File: config.mk
export PLATFORM = sky130hd
export DESIGN_NAME = cla_arb_ctrl_flat
export DESIGN_NICKNAME = d
export VERILOG_FILES = /design/src/rtl/cla_arb_ctrl_if.sv /design/src/rtl/cla_arb_ctrl.sv /design/src/flat_wrapper.sv
export SDC_FILE = /design/constraint.sdc
export NUM_CORES = 1
export LEC_CHECK = 0
export CELL_PAD_IN_SITES_DETAIL_PLACEMENT = 0
export CELL_PAD_IN_SITES_GLOBAL_PLACEMENT = 2
export CORE_ASPECT_RATIO = 0.8
export CORE_MARGIN = 5
export CORE_UTILIZATION = 22
export DETAILED_ROUTE_END_ITERATION = 8
export PLACE_DENSITY_LB_ADDON = 0.1
export SYNTH_ARGS = -nofsm -noshare
export SYNTH_HDL_FRONTEND = slang
export SYNTH_SLANG_ARGS = --single-unit
File: constraint.sdc
create_clock -name clock -period 1.9 [get_ports clock]
set_input_delay 0.285 -clock clock [delete_from_list [all_inputs] [get_ports clock]]
set_output_delay 0.285 -clock clock [all_outputs]
set_load 0.05 [all_outputs]
File: src/rtl/cla_arb_ctrl_if.sv
// Handshake and adder bus between requesters, the round-robin controller and the
// shared registered carry-lookahead adder.
interface cla_arb_ctrl_if;
  logic        req0;
  logic [31:0] a0;
  logic [31:0] b0;
  logic        ci0;
  logic        req1;
  logic [31:0] a1;
  logic [31:0] b1;
  logic        ci1;
  logic        ack0;
  logic        ack1;
  logic [31:0] s_out;
  logic        co_out;
  logic        busy;
  logic        gnt_id;
  logic [31:0] add_a;
  logic [31:0] add_b;
  logic        add_ci;
  logic [31:0] add_s;
  logic        add_co;
  logic [15:0] op_cnt;

  // Controller view
  modport slave (
    input  req0, a0, b0, ci0, req1, a1, b1, ci1, add_s, add_co,
    output ack0, ack1, s_out, co_out, busy, gnt_id, add_a, add_b, add_ci, op_cnt
  );

  // Requester/adder environment view
  modport master (
    output req0, a0, b0, ci0, req1, a1, b1, ci1, add_s, add_co,
    input  ack0, ack1, s_out, co_out, busy, gnt_id, add_a, add_b, add_ci, op_cnt
  );
endinterface

File: src/rtl/cla_arb_ctrl.sv
// Two-requester round-robin controller sharing one registered CLA adder; issues
// operands, waits out the adder latency, then returns sum/carry with a 1-cycle ack.
module cla_arb_ctrl #(
  parameter int unsigned LAT = 2,
  parameter int unsigned CW  = 4
) (
  input logic             clock,
  input logic             reset_n,
  cla_arb_ctrl_if.slave   bus
);

  typedef enum logic [1:0] {S_IDLE, S_WAIT, S_DONE} state_t;

  localparam logic [CW-1:0] LAT_CNT = CW'(LAT);

  state_t        r_state;
  logic [CW-1:0] r_cnt;
  logic          r_last_grant;
  logic          r_gnt_id;
  logic          r_busy;
  logic          r_ack0;
  logic          r_ack1;
  logic [31:0]   r_s_out;
  logic          r_co_out;
  logic [31:0]   r_add_a;
  logic [31:0]   r_add_b;
  logic          r_add_ci;
  logic [15:0]   r_op_cnt;
  logic          w_win;

  // On a tie the winner is whichever requester was not granted last.
  assign w_win = bus.req1 & (~bus.req0 | ~r_last_grant);

  // NOTE: sequential state uses non-blocking assignments so every register samples
  // the pre-edge values; blocking here would create order-dependent simulation.
  always_ff @(posedge clock or negedge reset_n) begin
    if (!reset_n) begin
      r_state      <= S_IDLE;
      r_cnt        <= '0;
      r_last_grant <= 1'b1;
      r_gnt_id     <= 1'b0;
      r_busy       <= 1'b0;
      r_ack0       <= 1'b0;
      r_ack1       <= 1'b0;
      r_s_out      <= '0;
      r_co_out     <= 1'b0;
      r_add_a      <= '0;
      r_add_b      <= '0;
      r_add_ci     <= 1'b0;
      r_op_cnt     <= '0;
    end else begin
      r_ack0 <= 1'b0;
      r_ack1 <= 1'b0;
      case (r_state)
        S_IDLE: begin
          if (bus.req0 || bus.req1) begin
            r_add_a      <= w_win ? bus.a1  : bus.a0;
            r_add_b      <= w_win ? bus.b1  : bus.b0;
            r_add_ci     <= w_win ? bus.ci1 : bus.ci0;
            r_gnt_id     <= w_win;
            r_last_grant <= w_win;
            r_cnt        <= LAT_CNT;
            r_busy       <= 1'b1;
            r_state      <= S_WAIT;
          end
        end
        S_WAIT: begin
          if (r_cnt == '0) begin
            r_s_out  <= bus.add_s;
            r_co_out <= bus.add_co;
            r_ack0   <= ~r_gnt_id;
            r_ack1   <= r_gnt_id;
            r_op_cnt <= r_op_cnt + 16'd1;
            r_state  <= S_DONE;
          end else begin
            r_cnt <= r_cnt - 1'b1;
          end
        end
        S_DONE: begin
          r_busy  <= 1'b0;
          r_state <= S_IDLE;
        end
        default: r_state <= S_IDLE;
      endcase
    end
  end

  assign bus.ack0   = r_ack0;
  assign bus.ack1   = r_ack1;
  assign bus.s_out  = r_s_out;
  assign bus.co_out = r_co_out;
  assign bus.busy   = r_busy;
  assign bus.gnt_id = r_gnt_id;
  assign bus.add_a  = r_add_a;
  assign bus.add_b  = r_add_b;
  assign bus.add_ci = r_add_ci;
  assign bus.op_cnt = r_op_cnt;

endmodule

File: src/flat_wrapper.sv
// flat-port wrapper written by rule: the top's interface ports become plain ports
module cla_arb_ctrl_flat 
#(
  parameter int unsigned LAT = 2,
  parameter int unsigned CW  = 4
)
  (clock, reset_n, bus_req0, bus_a0, bus_b0, bus_ci0, bus_req1, bus_a1, bus_b1, bus_ci1, bus_add_s, bus_add_co, bus_ack0, bus_ack1, bus_s_out, bus_co_out, bus_busy, bus_gnt_id, bus_add_a, bus_add_b, bus_add_ci, bus_op_cnt);
  cla_arb_ctrl_if bus_i ();
  input logic clock;
  input logic reset_n;
  input wire logic [$bits(bus_i.req0)-1:0] bus_req0;
  input wire logic [$bits(bus_i.a0)-1:0] bus_a0;
  input wire logic [$bits(bus_i.b0)-1:0] bus_b0;
  input wire logic [$bits(bus_i.ci0)-1:0] bus_ci0;
  input wire logic [$bits(bus_i.req1)-1:0] bus_req1;
  input wire logic [$bits(bus_i.a1)-1:0] bus_a1;
  input wire logic [$bits(bus_i.b1)-1:0] bus_b1;
  input wire logic [$bits(bus_i.ci1)-1:0] bus_ci1;
  input wire logic [$bits(bus_i.add_s)-1:0] bus_add_s;
  input wire logic [$bits(bus_i.add_co)-1:0] bus_add_co;
  output wire logic [$bits(bus_i.ack0)-1:0] bus_ack0;
  output wire logic [$bits(bus_i.ack1)-1:0] bus_ack1;
  output wire logic [$bits(bus_i.s_out)-1:0] bus_s_out;
  output wire logic [$bits(bus_i.co_out)-1:0] bus_co_out;
  output wire logic [$bits(bus_i.busy)-1:0] bus_busy;
  output wire logic [$bits(bus_i.gnt_id)-1:0] bus_gnt_id;
  output wire logic [$bits(bus_i.add_a)-1:0] bus_add_a;
  output wire logic [$bits(bus_i.add_b)-1:0] bus_add_b;
  output wire logic [$bits(bus_i.add_ci)-1:0] bus_add_ci;
  output wire logic [$bits(bus_i.op_cnt)-1:0] bus_op_cnt;
  assign bus_i.req0 = bus_req0;
  assign bus_i.a0 = bus_a0;
  assign bus_i.b0 = bus_b0;
  assign bus_i.ci0 = bus_ci0;
  assign bus_i.req1 = bus_req1;
  assign bus_i.a1 = bus_a1;
  assign bus_i.b1 = bus_b1;
  assign bus_i.ci1 = bus_ci1;
  assign bus_i.add_s = bus_add_s;
  assign bus_i.add_co = bus_add_co;
  assign bus_ack0 = bus_i.ack0;
  assign bus_ack1 = bus_i.ack1;
  assign bus_s_out = bus_i.s_out;
  assign bus_co_out = bus_i.co_out;
  assign bus_busy = bus_i.busy;
  assign bus_gnt_id = bus_i.gnt_id;
  assign bus_add_a = bus_i.add_a;
  assign bus_add_b = bus_i.add_b;
  assign bus_add_ci = bus_i.add_ci;
  assign bus_op_cnt = bus_i.op_cnt;
  cla_arb_ctrl #(.LAT(LAT), .CW(CW)) u_core (.clock(clock), .reset_n(reset_n), .bus(bus_i));
endmodule
==> results.ini <==
[placement]
pre_cts_slack_ns = 0.0162
gp_congestion = 0.793
dp_hpwl_um = 14300
place_area_um2 = 8740
portBuffers = 284

[grt]
grtUsageMet2_pct = 20.6
use_met3_pct = 5.88
grt_pass1_vias = 4817
use_met1_pct = 16.4
antenna_found_initial = 1
grt_max_degree = 51
grt_usage_pct = 12.9
grt_pass1_wl_um = 27600
grt_remaining_overflow = 0
busiest_layer = met2

[logic_synthesis]
syn_nets = 697
synth_ff_type = dfrtp_1
synthDistinctLibCells = 31
synth_top_area_share_pct = 57.6
synth_seq_cells = 125
synthCells = 527
yosys_warnings = 0
ys_seq_area_share_pct = 58.1
synthArstFlopShare_pct = 100
synth_top_area_cell = dfrtp_1
syn-cell-area_um2 = 5390
synth_edf_count = 0
avgSynthCellArea_um2 = 10.2
ys_top_cells_by_area = dfrtp_1 58%, mux2i_1 12%, nand2_1 7.6%

[finish]
final_nets = 1003
multi_input_area_um2 = 2110
fin_util_pct = 39.0
syn_to_final_growth_pct = 75.3
drive_above_1_share_pct = 13.4
design_area_um2 = 9450
regArea_um2 = 3130
n_antenna_cell = 0
nFillCells = 2363

[sta]
rsz0062_at_grt = false
timing.final.ws_setup_ns = 0.0529
fmax_mhz = 541
min_period_ns = 1.85
slew_viol_final = 0
tns_ns = 0
skew_ns = 0.0108
hold_violations = 0
tightest_slew_ns = 0.567
finalCritPeriodShare_pct = 97.2
maxSlewHeadroom_pct = 62.4
final-setup-viol-count = 0
whs_ns = 0.352

[floorplanning]
io-pin-count = 285
dieWidth_um = 185
die_y_um = 150
start_util_pct = 22.2
die_area_um2 = 27800
design.core.area_um2 = 24200
num_rows = 51

[worst_setup_path]
crit_type = register to primary output
critPathArrivalTime_ns = 1.56
critical_path_required_ns = 1.62
crit_path_start_kind = register
slowest_stage = clkdlybuf4s50_1
slowest_delay_ns = 0.81
regToRegSetupSlack_ns = 0.11
crit_chain = clkdlybuf4s50_1
r2r_cells = 7
r2r-end = u_core.bus.op_cnt[11]$_DFFE_PN0P_
cp_max_fo = 2
crit_family = buffers and inverters
crit_path_end_kind = primary output
r2r_start = u_core.r_cnt[0]$_DFFE_PN0P_
cp_num_buf_inv = 1

[min_path]
hold_class = input port to asynchronous set/reset pin

[power]
peakVddDrop_mv = 0.653
power_frac_clock_pct = 19.9
power.leakage_nw = 4.53
swShare_pct = 47.3
internal-power_mw = 8.93
power_frac_comb_pct = 53.6
seq_power_share_pct = 26.5
power_density_nw_per_um2 = 1790
p_switching_mw = 8.01

[detailed_routing]
drcViolationCount = 0
drt_iter0_markers = 113
viasPerCell = 4.09
postRouteAntennaNets = 0
wl_per_cell_um = 16.0
drt_wl_total_um = 18600
drt_pass1_iterations = 6
num_vias = 4751

[clocking]
cts_sinks = 125
clk_root_buffer_cell = clkbuf_16
clkTransAtPathRegs_ns = 0.06
h-tree-depth = 4
clockBufferDepth = 2
cts_tree = done
worstSkewPairLatency_ns = 0.41
numCtsBuffers = 17

[run_status]
status = completed

[flow_run]
drv_cap = 0

## synth_stat cells, drive strengths merged (2+ instances only)
library cell and n:
a21oi 68, buf 19, clkbuf 10, dfrtp 124, ha 3, inv 6, mux2 2, mux2i 65
nand2 110, nand3 8, nand4 5, nor2 74, nor3 4, xnor2 14, xor2 3
## cells in the final DEF, fill, tap and decap left out, types with 2 or more instances in the layout
cell             instances
nor2_1                  74
inv_1                    3
xnor2_1                 14
nand2_1                109
inv_2                    3
buf_12                   9
clkdlybuf4s50_1        175
nand4_1                  5
buf_6                    2
dlygate4sd2_1           25
mux2_1                   2
nand3_1                  8
clkinvlp_4               4
buf_4                   61
dlymetal6s2s_1          43
inv_6                    3
xor2_1                   3
dfrtp_1                124
mux2i_1                 65
bufinv_16                3
clkinv_2                 2
nor3_1                   3
clkbuf_16               17
a21oi_1                 68
ha_1                     3
## cells by family after synthesis
| logic type | Yosys count | share of synthesized area, % |
|---|---|---|
| adders and majority gates | 3 | 0.696 |
| xor gates and xnor gates | 17 | 2.76 |
| buffers and inverters | 35 | 3.06 |
| DFF | 125 | 58.1 |
| and+or+nand+nor | 207 | 15.9 |
| muxes | 67 | 12.5 |
| AOI/OAI and AO/OA | 73 | 7.06 |
## area by class of cell
class,count,share of cell area (%)
repair buffers,316,33.7
flip-flops and latches,125,33.1
multi-input cells,367,22.4
clock buffers,18,4.65
well taps,318,4.21
clock inverters,13,1.75
inverters,6,0.238
## stage by stage
stage               power (mW)  std cells
global placement          13.9       1130
CTS                       17.3       1162
floorplan                 10.4        527
global route              17.9       1163
detailed placement        14.0       1130
finish                    16.9       1163
## power groups by stage
| stage | Sequential, mW | Clock (mW) | Combinational [mW] |
|---|---|---|---|
| after floorplan | 8.30 | 0 | 2.05 |
| after global placement | 4.53 | 0 | 9.35 |
| after detailed placement | 4.55 | 0 | 9.40 |
| after CTS | 4.53 | 3.48 | 9.26 |
| after global routing | 4.65 | 3.60 | 9.66 |
| final | 4.49 | 3.37 | 9.08 |
## per-layer routing
metal  share of wire [%]  wire (um)
met2                  47       8630
met5               0.070         13
met3                 9.1       1700
met1                  44       8080
met4                0.71        131
## sequential cells by signal (all words and copies together), names as in the netlist
register             flops
u_core.bus.add_ci        1
u_core.r_cnt             4
u_core.bus.s_out        32
u_core.bus.gnt_id        1
u_core.bus.co_out        1
u_core.bus.busy          1
u_core.bus.add_a        32
u_core.bus.op_cnt       16
u_core.bus.ack0          1
u_core.bus.add_b        32
u_core.bus.ack1          1
u_core.r_last_grant      1
u_core.r_state           2
## how the worst max path moves through the flow
| stage | startpoint | to | slack (ns) | cells after the start |
|---|---|---|---|---|
| 2_1_floorplan | u_core.r_cnt[0]$_DFFE_PN0P_ | u_core.bus.op_cnt[11]$_DFFE_PN0P_ | 0.09 | 6 |
| 3_3_place_gp | bus_req1 | u_core.bus.add_a[11]$_DFFE_PN0P_ | 0.05 | 6 |
| 3_5_place_dp | bus_req1 | u_core.bus.add_a[11]$_DFFE_PN0P_ | 0.02 | 6 |
| 4_1_cts | u_core.bus.add_b[10]$_DFFE_PN0P_ | bus_add_b[10] | 0.0006 | 1 |
| 5_1_grt | u_core.bus.s_out[28]$_DFFE_PN0P_ | bus_s_out[28] | 0.001 | 1 |
| 6_report | u_core.bus.add_a[27]$_DFFE_PN0P_ | bus_add_a[27] | 0.05 | 1 |
## timing repair
action	4_1_cts	5_1_grt
endpoints found under the hold margin	34	0
hold buffers	1	0
setup buffers	0	1
pin swaps	0	0
endpoints found under the setup margin	25	47
resized for setup	25	45
Note: power is estimated with default switching activity, not from simulation.
